## src/rtl/ctrl_pkg.sv

```systemverilog
// Shared encodings and the ID/EX control bundle for the ID-stage decoder and pipeline register.
package ctrl_pkg;

  localparam int ALU_CODE_W = 4;

  localparam logic [3:0] ALU_AND = 4'd0;
  localparam logic [3:0] ALU_OR  = 4'd1;
  localparam logic [3:0] ALU_ADD = 4'd2;
  localparam logic [3:0] ALU_SRL = 4'd3;
  localparam logic [3:0] ALU_SUB = 4'd6;
  localparam logic [3:0] ALU_SLT = 4'd7;
  localparam logic [3:0] ALU_XOR = 4'd9;
  localparam logic [3:0] ALU_SLL = 4'd10;
  localparam logic [3:0] ALU_SRA = 4'd11;
  localparam logic [3:0] ALU_NOR = 4'd12;

  localparam logic [5:0] OP_RTYPE = 6'h00;
  localparam logic [5:0] OP_J     = 6'h02;
  localparam logic [5:0] OP_JAL   = 6'h03;
  localparam logic [5:0] OP_BEQ   = 6'h04;
  localparam logic [5:0] OP_BNE   = 6'h05;
  localparam logic [5:0] OP_ADDI  = 6'h08;
  localparam logic [5:0] OP_SLTI  = 6'h0A;
  localparam logic [5:0] OP_ANDI  = 6'h0C;
  localparam logic [5:0] OP_ORI   = 6'h0D;
  localparam logic [5:0] OP_XORI  = 6'h0E;
  localparam logic [5:0] OP_LW    = 6'h23;
  localparam logic [5:0] OP_SW    = 6'h2B;

  localparam logic [5:0] FN_SLL   = 6'h00;
  localparam logic [5:0] FN_SRL   = 6'h02;
  localparam logic [5:0] FN_SRA   = 6'h03;
  localparam logic [5:0] FN_JR    = 6'h08;
  localparam logic [5:0] FN_JALR  = 6'h09;
  localparam logic [5:0] FN_MFHI  = 6'h10;
  localparam logic [5:0] FN_MFLO  = 6'h12;
  localparam logic [5:0] FN_MULT  = 6'h18;
  localparam logic [5:0] FN_MULTU = 6'h19;
  localparam logic [5:0] FN_DIV   = 6'h1A;
  localparam logic [5:0] FN_DIVU  = 6'h1B;
  localparam logic [5:0] FN_ADD   = 6'h20;
  localparam logic [5:0] FN_SUB   = 6'h22;
  localparam logic [5:0] FN_AND   = 6'h24;
  localparam logic [5:0] FN_OR    = 6'h25;
  localparam logic [5:0] FN_XOR   = 6'h26;
  localparam logic [5:0] FN_NOR   = 6'h27;
  localparam logic [5:0] FN_SLT   = 6'h2A;

  localparam logic [1:0] MD_MULT  = 2'b00;
  localparam logic [1:0] MD_MULTU = 2'b01;
  localparam logic [1:0] MD_DIV   = 2'b10;
  localparam logic [1:0] MD_DIVU  = 2'b11;

  localparam logic [1:0] WB_REG = 2'b10;
  localparam logic [1:0] WB_MEM = 2'b11;
  localparam logic [1:0] M_RD   = 2'b10;
  localparam logic [1:0] M_WR   = 2'b01;

  localparam logic [3:0] JF_J    = 4'b1000;
  localparam logic [3:0] JF_JAL  = 4'b0100;
  localparam logic [3:0] JF_JR   = 4'b0010;
  localparam logic [3:0] JF_JALR = 4'b0001;

  localparam logic [1:0] HILO_HI = 2'b10;
  localparam logic [1:0] HILO_LO = 2'b01;

  // ex = {RegDst, ALUSrc, ALUControl}; widened to ALUOP_W at the pipeline output.
  typedef struct packed {
    logic [1:0] wb;
    logic [1:0] m;
    logic [5:0] ex;
    logic       beq;
    logic       bne;
    logic [3:0] jfamily;
    logic       shift;
    logic       valid;
    logic [1:0] md_hilo;
  } ctrl_bundle_t;

  localparam ctrl_bundle_t BUBBLE = '0;

endpackage

```

## src/rtl/ctrl_decode.sv

```systemverilog
// Combinational opcode/funct decoder producing the ID/EX control bundle and mul/div issue info.
module ctrl_decode
  import ctrl_pkg::*;
(
  input  logic [5:0]   opcode,
  input  logic [5:0]   funct,
  output ctrl_bundle_t ctrl,
  output logic         is_md,
  output logic [1:0]   md_op,
  output logic         illegal
);

  always_comb begin
    ctrl    = BUBBLE;
    is_md   = 1'b0;
    md_op   = '0;
    illegal = 1'b0;
    case (opcode)
      OP_RTYPE: begin
        ctrl.valid = 1'b1;
        ctrl.ex    = {2'b10, ALU_AND};
        case (funct)
          FN_ADD:  begin ctrl.wb = WB_REG; ctrl.ex[3:0] = ALU_ADD; end
          FN_SUB:  begin ctrl.wb = WB_REG; ctrl.ex[3:0] = ALU_SUB; end
          FN_AND:  begin ctrl.wb = WB_REG; ctrl.ex[3:0] = ALU_AND; end
          FN_OR:   begin ctrl.wb = WB_REG; ctrl.ex[3:0] = ALU_OR;  end
          FN_XOR:  begin ctrl.wb = WB_REG; ctrl.ex[3:0] = ALU_XOR; end
          FN_NOR:  begin ctrl.wb = WB_REG; ctrl.ex[3:0] = ALU_NOR; end
          FN_SLT:  begin ctrl.wb = WB_REG; ctrl.ex[3:0] = ALU_SLT; end
          FN_SLL:  begin ctrl.wb = WB_REG; ctrl.ex[3:0] = ALU_SLL; ctrl.shift = 1'b1; end
          FN_SRL:  begin ctrl.wb = WB_REG; ctrl.ex[3:0] = ALU_SRL; ctrl.shift = 1'b1; end
          FN_SRA:  begin ctrl.wb = WB_REG; ctrl.ex[3:0] = ALU_SRA; ctrl.shift = 1'b1; end
          FN_JR:   begin ctrl.ex[3:0] = ALU_ADD; ctrl.jfamily = JF_JR; end
          FN_JALR: begin ctrl.wb = WB_REG; ctrl.ex[3:0] = ALU_ADD; ctrl.jfamily = JF_JALR; end
          FN_MFHI: begin ctrl.wb = WB_REG; ctrl.md_hilo = HILO_HI; end
          FN_MFLO: begin ctrl.wb = WB_REG; ctrl.md_hilo = HILO_LO; end
          FN_MULT, FN_MULTU, FN_DIV, FN_DIVU: begin
            is_md = 1'b1;
            md_op = funct[1:0];
          end
          default: begin
            ctrl    = BUBBLE;
            illegal = 1'b1;
          end
        endcase
      end
      OP_ADDI: ctrl = '{wb: WB_REG, m: 2'b00, ex: {2'b01, ALU_ADD}, valid: 1'b1, default: '0};
      OP_ANDI: ctrl = '{wb: WB_REG, m: 2'b00, ex: {2'b01, ALU_AND}, valid: 1'b1, default: '0};
      OP_ORI:  ctrl = '{wb: WB_REG, m: 2'b00, ex: {2'b01, ALU_OR},  valid: 1'b1, default: '0};
      OP_XORI: ctrl = '{wb: WB_REG, m: 2'b00, ex: {2'b01, ALU_XOR}, valid: 1'b1, default: '0};
      OP_SLTI: ctrl = '{wb: WB_REG, m: 2'b00, ex: {2'b01, ALU_SLT}, valid: 1'b1, default: '0};
      OP_LW:   ctrl = '{wb: WB_MEM, m: M_RD,  ex: {2'b01, ALU_ADD}, valid: 1'b1, default: '0};
      OP_SW:   ctrl = '{wb: 2'b00,  m: M_WR,  ex: {2'b01, ALU_ADD}, valid: 1'b1, default: '0};
      OP_BEQ:  ctrl = '{ex: {2'b00, ALU_SUB}, beq: 1'b1, valid: 1'b1, default: '0};
      OP_BNE:  ctrl = '{ex: {2'b00, ALU_SUB}, bne: 1'b1, valid: 1'b1, default: '0};
      OP_J:    ctrl = '{jfamily: JF_J, valid: 1'b1, default: '0};
      OP_JAL:  ctrl = '{wb: WB_REG, jfamily: JF_JAL, valid: 1'b1, default: '0};
      default: illegal = 1'b1;
    endcase
  end

endmodule

```

## src/rtl/id_ex_ctrl_pipe.sv

```systemverilog
// ID/EX control pipeline register with mul/div issue tracking, busy counter and structural-hazard stall.
module id_ex_ctrl_pipe
  import ctrl_pkg::*;
#(
  parameter int ALUOP_W = 4,
  parameter int MUL_LAT = 4,
  parameter int DIV_LAT = 32
) (
  input  logic               clk,
  input  logic               rst,
  input  logic               instr_valid,
  input  logic [5:0]         opcode,
  input  logic [5:0]         funct,
  input  logic               stall_in,
  input  logic               flush_in,
  output logic [1:0]         ex_wb,
  output logic [1:0]         ex_m,
  output logic [ALUOP_W+1:0] ex_ex,
  output logic               ex_beq,
  output logic               ex_bne,
  output logic               ex_shift,
  output logic [3:0]         ex_jfamily,
  output logic               ex_valid,
  output logic               md_start,
  output logic [1:0]         md_op,
  output logic [1:0]         md_hilo,
  output logic               md_busy,
  output logic               stall_out,
  output logic               illegal
);

  localparam int MAX_LAT = (MUL_LAT > DIV_LAT) ? MUL_LAT : DIV_LAT;
  localparam int CNT_W   = $clog2(MAX_LAT + 1);

  ctrl_bundle_t dec_ctrl;
  logic         dec_is_md;
  logic [1:0]   dec_md_op;
  logic         dec_illegal;

  ctrl_bundle_t bundle_q, bundle_d;
  logic         md_start_q, md_start_d;
  logic [1:0]   md_op_q, md_op_d;
  logic         illegal_q, illegal_d;
  logic [CNT_W-1:0] cnt_q, cnt_d;
  logic         busy;
  logic         hazard;

  ctrl_decode u_decode (
    .opcode  (opcode),
    .funct   (funct),
    .ctrl    (dec_ctrl),
    .is_md   (dec_is_md),
    .md_op   (dec_md_op),
    .illegal (dec_illegal)
  );

  always_comb begin
    busy      = (cnt_q != '0);
    hazard    = instr_valid & busy & (dec_is_md | (dec_ctrl.md_hilo != 2'b00));
    stall_out = hazard & ~flush_in;

    bundle_d   = bundle_q;
    md_start_d = 1'b0;
    md_op_d    = md_op_q;
    illegal_d  = 1'b0;

    // A held mul/div keeps its bundle but never re-pulses md_start.
    if (flush_in) begin
      bundle_d = BUBBLE;
      md_op_d  = '0;
    end else if (stall_in) begin
      bundle_d = bundle_q;
    end else if (hazard) begin
      bundle_d = BUBBLE;
      md_op_d  = '0;
    end else if (instr_valid & ~dec_illegal) begin
      bundle_d   = dec_ctrl;
      md_start_d = dec_is_md;
      md_op_d    = dec_is_md ? dec_md_op : 2'b00;
    end else begin
      bundle_d  = BUBBLE;
      md_op_d   = '0;
      illegal_d = instr_valid & dec_illegal;
    end

    if (md_start_d) begin
      cnt_d = dec_md_op[1] ? CNT_W'(DIV_LAT) : CNT_W'(MUL_LAT);
    end else if (busy) begin
      cnt_d = cnt_q - 1'b1;
    end else begin
      cnt_d = cnt_q;
    end
  end

  always_ff @(posedge clk or posedge rst) begin
    if (rst) begin
      bundle_q   <= BUBBLE;
      md_start_q <= 1'b0;
      md_op_q    <= '0;
      illegal_q  <= 1'b0;
      cnt_q      <= '0;
    end else begin
      bundle_q   <= bundle_d;
      md_start_q <= md_start_d;
      md_op_q    <= md_op_d;
      illegal_q  <= illegal_d;
      cnt_q      <= cnt_d;
    end
  end

  assign ex_wb      = bundle_q.wb;
  assign ex_m       = bundle_q.m;
  assign ex_ex      = {bundle_q.ex[5:4], ALUOP_W'(bundle_q.ex[3:0])};
  assign ex_beq     = bundle_q.beq;
  assign ex_bne     = bundle_q.bne;
  assign ex_shift   = bundle_q.shift;
  assign ex_jfamily = bundle_q.jfamily;
  assign ex_valid   = bundle_q.valid;
  assign md_start   = md_start_q;
  assign md_op      = md_op_q;
  assign md_hilo    = bundle_q.md_hilo;
  assign md_busy    = busy;
  assign illegal    = illegal_q;

endmodule

```

## config.mk

```make
export PLATFORM = sky130hd
export DESIGN_NAME = id_ex_ctrl_pipe
export DESIGN_NICKNAME = d
export VERILOG_FILES = /design/src/rtl/ctrl_pkg.sv /design/src/rtl/ctrl_decode.sv /design/src/rtl/id_ex_ctrl_pipe.sv
export SDC_FILE = /design/constraint.sdc
export NUM_CORES = 1
export LEC_CHECK = 0
export CORE_MARGIN = 1
export CORE_UTILIZATION = 35
export CTS_CLUSTER_DIAMETER = 150
export CTS_CLUSTER_SIZE = 20
export DETAILED_ROUTE_END_ITERATION = 7
export PLACE_DENSITY = 0.71
export SYNTH_ARGS = -nofsm -noshare
export SYNTH_HDL_FRONTEND = slang
export SYNTH_SLANG_ARGS = --single-unit
export TNS_END_PERCENT = 5
```

## constraint.sdc

```tcl
create_clock -name clk -period 1.94 [get_ports clk]
set_input_delay 0.388 -clock clk [delete_from_list [all_inputs] [get_ports clk]]
set_output_delay 0.388 -clock clk [all_outputs]
set_load 0.01 [all_outputs]
```

Word-level counts from Yosys, hierarchy flattened. Cells that the tools add are included.

Flip-flop bits (word level): 30. Input bits: 17. Output and inout port bits: 26. Word-level logic and storage cells: 96.

$add $sub $neg: 1. Equality and inequality tests: 29. Muxes and demuxes: 34. Bitwise operators: 8. Reductions and logical operators: 11.

Operators with widths (number): 20-bit one-hot mux with 12 select lines (1); 20-bit two-way mux (4); 6-bit equality test, second input constant (9); 6-bit by 4-bit equality test with 1-bit output, second input constant (7); 6-bit by 5-bit equality test with 1-bit output, second input constant (6); 4-bit one-hot mux with 9 select lines (1); 6-bit by 2-bit equality test with 1-bit output, second input constant (4); 2-bit two-way mux (9); 6-bit two-way mux (3); 18-bit OR reduction (1); 1-bit two-way mux (13); 13-bit OR reduction (1); 6-bit by 3-bit equality test with 1-bit output, second input constant (2); 6-bit logical NOT (2); 11-bit OR reduction (1); 2-bit one-hot mux with 2 select lines (2); 6-bit nonzero test (1); 3-bit OR reduction (2); 6-bit by 1-bit subtractor with 6-bit output, second input constant (1); 1-bit AND (5); 2-bit nonzero test (2); 4-bit OR reduction (1); 2-bit by 1-bit != test with 1-bit output, second input constant (1); 1-bit inverter (2); other kinds (2) (2).

Depth between registers and ports, before layout.
Depth in word-level cells: 11. Mapped depth: 7.

Hierarchy. From an unflattened synthesis, not the netlist that was laid out.

Cell total of the unflattened synthesis: 199. Area, all modules: 1873.0 um^2.

Modules (own cells, without submodules): id_ex_ctrl_pipe (instances 1, cells an instance 94, area each 1261.2 um^2); ctrl_decode (instances 1, cells an instance 105, area each 611.8 um^2).

Worst setup path before layout. No wires, ideal clock.

Path kind: input to register. Start point: input funct[2]. End point: register bundle_q (netlist bit ex_shift). Data arrival time: 1683 ps. Slack: 136 ps. Stages: 7. Buffers on the path: 2. Cell sequence: buf_2 > nor2_2 > nand4_4 > nand4bb_4 > and4_4 > buf_6 > a32o_1.

Longest elaborated chain between the ends: 10. Elaborated cells on any way between the ends: 37. Classes of those cells: eq/ne: 17; mux: 11; bitwise: 4; reduce/logical: 5.

Ends and longest elaborated chain: from (decl) (RTL line id_ex_ctrl_pipe.sv:13) `input logic [5:0] funct,`; 6-bit by 4-bit equality test with 1-bit output, or another cell as far along (RTL line ctrl_decode.sv:22) `case (funct)`; 18-bit OR reduction (no line); 1-bit two-way mux (RTL line ctrl_decode.sv:22); 1-bit one-hot mux with 2 select lines (RTL line ctrl_decode.sv:18) `case (opcode)`; 1-bit inverter (RTL line id_ex_ctrl_pipe.sv:76) `end else if (instr_valid & ~dec_illegal) begin`; 1-bit AND (RTL line id_ex_ctrl_pipe.sv:76); 20-bit two-way mux (RTL line id_ex_ctrl_pipe.sv:76); 20-bit two-way mux * (RTL line id_ex_ctrl_pipe.sv:73) `end else if (hazard) begin`; 20-bit two-way mux * (RTL line id_ex_ctrl_pipe.sv:71) `end else if (stall_in) begin`; 20-bit two-way mux * (RTL line id_ex_ctrl_pipe.sv:68) `if (flush_in) begin`; to (signal assigned) (RTL line id_ex_ctrl_pipe.sv:103) `bundle_q <= bundle_d;`; to (decl) (RTL line id_ex_ctrl_pipe.sv:40) `ctrl_bundle_t bundle_q, bundle_d;`.

Every way passes the cells marked *; elsewhere a longest branch is shown, timed or not. The select of a mux whose other input is x is not followed. A chain may end at the register's enable or synchronous reset.

Worst setup path after layout.
Start point: input funct[0]. End point: output stall_out.

Longest elaborated chain between the ends: 7. Elaborated cells on any way between the ends: 15. Classes of those cells: eq/ne: 6; mux: 4; bitwise: 3; reduce/logical: 2.

Ends and longest elaborated chain: 6-bit by 5-bit equality test with 1-bit output (RTL line ctrl_decode.sv:22); 2-bit one-hot mux with 2 select lines or 4-bit OR reduction (tied branches); 20-bit one-hot mux with 12 select lines or 1-bit two-way mux (tied branches) (RTL line ctrl_decode.sv:18, ctrl_decode.sv:22); 2-bit nonzero test or 1-bit two-way mux (tied branches) (RTL line id_ex_ctrl_pipe.sv:59, ctrl_decode.sv:18); 1-bit bitwise OR * (RTL line id_ex_ctrl_pipe.sv:59) `hazard = instr_valid & busy & (dec_is_md | (dec_ctrl.md_hilo != 2'b00));`; 1-bit AND * (RTL line id_ex_ctrl_pipe.sv:59); 1-bit AND * (RTL line id_ex_ctrl_pipe.sv:60) `stall_out = hazard & ~flush_in;`; to (decl) (RTL line id_ex_ctrl_pipe.sv:28) `output logic stall_out,`.

Every way passes the cells marked *; elsewhere a longest branch is shown, timed or not.

==> impl_results.rst <==
.. list-table::
   :header-rows: 1

   * - Metric
     - Value
   * - Timing-limited maximum frequency
     - 0.527 GHz
   * - Post-Route Setup TNS
     - 0 ps
   * - Async set-or-reset flop fraction in the synthesized netlist
     - 1.00
   * - Final clock period utilization by the worst path
     - 0.978
   * - Die Ht
     - 73.0 um
   * - Share of synthesized area occupied by flip-flops and latches
     - 0.412
   * - Number of register bits inferred by synthesis
     - 29
   * - Final setup violation count
     - 0
   * - Max IR drop VDD
     - 0.405 mV
   * - Post-detail-place hpwl
     - 3.46 mm
   * - Critical path arrival
     - 1510 ps
   * - Clock insertion delay at the later pin of the skew report
     - around 280 ps
   * - Post-synthesis net count
     - 203
   * - Drt initial violations
     - 71
   * - Element type at the critical path start
     - primary input
   * - Classification of the worst setup path
     - primary input to primary output
   * - Count of nets left with antenna violations after detail routing
     - 0
   * - WL final
     - 4.47 mm
   * - Pwr Total
     - 1.83 mW
   * - Mean post-synth cell area
     - 9.53 um^2
   * - Via count of the first global-routing pass
     - 1530
   * - Clock tree root driver cell
     - sky130_fd_sc_hd__clkbuf_8
   * - Worst-case clock skew
     - 3.41 ps
   * - Post-layout minimum cycle time
     - 1900 ps
   * - Number of vias per cell after detailed routing
     - about 5
   * - Antenna diode instance count
     - 0
   * - Maximum number of pins on one net before global-route repair
     - 30
   * - Data required time of the critical path
     - around 1600 ps
   * - Global-route total usage across every layer
     - 0.180
   * - Number of I/O pins
     - 43
   * - Final hold violation count
     - 0
   * - HP Class
     - primary input to asynchronous set/reset pin
   * - Initial core utilization
     - 0.368
   * - First-pass GRT wire length
     - approximately 7.1 mm
   * - Yosys cell types
     - 52
   * - Critical R2R Launch
     - cnt_q[0]$_DFFE_PP0P_
   * - End of the worst register-to-register path
     - cnt_q[2]$_DFFE_PP0P_
   * - Drt drc
     - 0
   * - YS warnings
     - 0
   * - Worst Setup End Kind
     - primary output
   * - Area growth syn-to-layout
     - 48.8%
   * - CTS tree
     - built
   * - Minimum setup slack among reg-to-reg paths
     - 350 ps
   * - Count of H-tree levels built during CTS
     - 2
   * - Number of enable flip-flop cells after synthesis
     - 0
   * - Number of max-slew violations in the final report
     - 0
   * - Total of max-cap violations
     - 0
   * - Port bufs
     - 42
   * - Worst slew margin relative to its limit
     - 0.761
   * - Area of the multi-input gates
     - 961 um^2
   * - Sink count of the clock tree
     - 29
   * - Standard-cell row count
     - 25
   * - Clock-pin slew on the worst setup and hold paths
     - 60 ps
   * - Worst Reg2Reg Path Length in Cells
     - 7
   * - Leakage power of the design
     - around 1.2 nW
   * - Status
     - complete, no violations
   * - Antenna violations before repair
     - 0
   * - Number of clock buffers inserted by TritonCTS
     - 5
   * - Share of layout cells above drive strength 1
     - 0.248
   * - Initial DRT Pass Iterations
     - 4
   * - Largest fanout on the critical path
     - 2
   * - Longest Clk Path Bufs
     - 2
   * - Horiz. Die Dim
     - 73.0 um
   * - Power density normalized to cell area
     - approximately 700 nW/um^2
   * - Die footprint
     - 5320 um^2
   * - Prevailing post-synth register cell
     - sky130_fd_sc_hd__dfrtp_1
   * - Detail-routed net length per standard cell
     - 13.6 um
   * - Sequential cell area in the final layout
     - a little over 700 um^2
   * - Cell Area, Synth
     - 1760 um^2
   * - Synthesized netlist cell count
     - between 150 and 200
   * - Final estimated routing congestion in global placement
     - a little under 0.9
   * - Worst slew pin tran
     - 359 ps
   * - Total via count after detailed routing
     - 1643
   * - Global route total overflow
     - 0
   * - Fill count
     - 435
   * - RSZ-0062 raised after global routing
     - true
   * - Post-layout nets
     - 279
   * - Core area
     - 4790 um^2
flip-flops by register name (all words and copies together) (netlist names):
name,flops
md_op,2
ex_wb,2
ex_shift,1
ex_bne,1
md_hilo,2
illegal,1
ex_beq,1
ex_jfamily,4
ex_m,1
md_start,1
cnt_q,6
ex_valid,1
ex_ex,6
cell type report:
type                       count  area share
timing repair buffer          82       0.275
sequential                    29       0.277
clock buffer                   7      0.0367
inverter                       8      0.0115
clock inverter                 1     0.00191
multi-input combinational    135       0.366
tap                           67      0.0320
what timing repair did:
action	in CTS	in global routing
endpoints found under the setup margin	18	19
resized for setup	16	9
pin swaps	3	4
hold buffers	0	0
buffers inserted	0	1
cells in the final DEF (no fill, tap or decap), drive strengths merged, types with 5 or more instances in the layout:
| master | n |
|---|---|
| dfrtp | 29 |
| clkbuf | 7 |
| buf | 41 |
| inv | 8 |
| o21ai | 6 |
| nor3 | 6 |
| dlygate4sd2 | 9 |
| nand2 | 24 |
| clkdlybuf4s50 | 30 |
| nand2b | 5 |
| nor2 | 20 |
| a32o | 6 |
| a22o | 9 |
power by group:
group | leakage, nW | switching, mW | internal (mW)
clock | 0.0542 | 0.220 | 0.320
combinational | 0.748 | 0.295 | 0.273
sequential | 0.394 | 0.0525 | 0.672
cell families after synthesis:
group | Yosys count | share of synthesized area
AOI/OAI and AO/OA | 45 | 0.202
xor gates and xnor gates | 4 | 0.0199
adders and majority gates | 1 | 0.00710
buffers and inverters | 21 | 0.0632
DFF | 29 | 0.412
muxes | 4 | 0.0234
and+or+nand+nor | 81 | 0.273
critical path, cell delays in order:
cell and delay [ps]:
sky130_fd_sc_hd__clkdlybuf4s50_1 500, sky130_fd_sc_hd__inv_1 70, sky130_fd_sc_hd__nor2_1 200, sky130_fd_sc_hd__nand4bb_4 180, sky130_fd_sc_hd__nor2_2 30, sky130_fd_sc_hd__buf_2 130
through the flow:
stage	utilization	cells	cell area, um^2	hold slack [ps]	setup WS (ps)
after floorplan	-	185	1760	466	136
after global placement	0.518	320	2480	453	-563
after detailed placement	0.518	320	2480	457	-559
after CTS	0.539	328	2580	484	21.4
after global routing	0.548	329	2620	489	-19.9
final	0.548	329	2620	470	42.7
per-layer routing:
metal / global-route usage / vias up / share of wire
met5: 0 / - / 0
met4: 0.0654 / 0 / 0.0069
met3: 0.0290 / 2 / 0.049
met2: 0.294 / 45 / 0.49
met1: 0.240 / 778 / 0.45
li1: - / 818 / -
worst max-delay path by stage:
stage                         start                   end  slack, ps  cells after the start
2_1_floorplan              funct[2]  ex_shift$_DFFE_PP0P_        140                      7
4_1_cts        cnt_q[0]$_DFFE_PP0P_               md_busy         20                      5
3_5_place_dp              opcode[4]             stall_out       -560                      6
3_3_place_gp              opcode[4]             stall_out       -560                      6
6_report                   funct[0]             stall_out         40                      6
5_1_grt                   opcode[4]             stall_out        -20                      6
Yosys cell counts, types with 3 or more instances:
cell,n,area share
sky130_fd_sc_hd__dfrtp_1,29,0.41
sky130_fd_sc_hd__nand2_1,24,0.051
sky130_fd_sc_hd__nor2_1,19,0.040
sky130_fd_sc_hd__a22o_1,9,0.045
sky130_fd_sc_hd__inv_1,8,0.017
sky130_fd_sc_hd__a32o_1,6,0.034
sky130_fd_sc_hd__o21ai_0,6,0.017
sky130_fd_sc_hd__buf_2,5,0.014
sky130_fd_sc_hd__nand2b_1,5,0.018
sky130_fd_sc_hd__a21oi_1,4,0.011
sky130_fd_sc_hd__clkbuf_1,4,0.0085
sky130_fd_sc_hd__nor2b_1,4,0.014
sky130_fd_sc_hd__nor3_1,4,0.011
sky130_fd_sc_hd__o31ai_1,4,0.017
sky130_fd_sc_hd__and3_1,3,0.011
sky130_fd_sc_hd__buf_6,3,0.019
sky130_fd_sc_hd__mux2i_1,3,0.017
sky130_fd_sc_hd__nand4_1,3,0.011
Power figures use the tool's default switching activity.
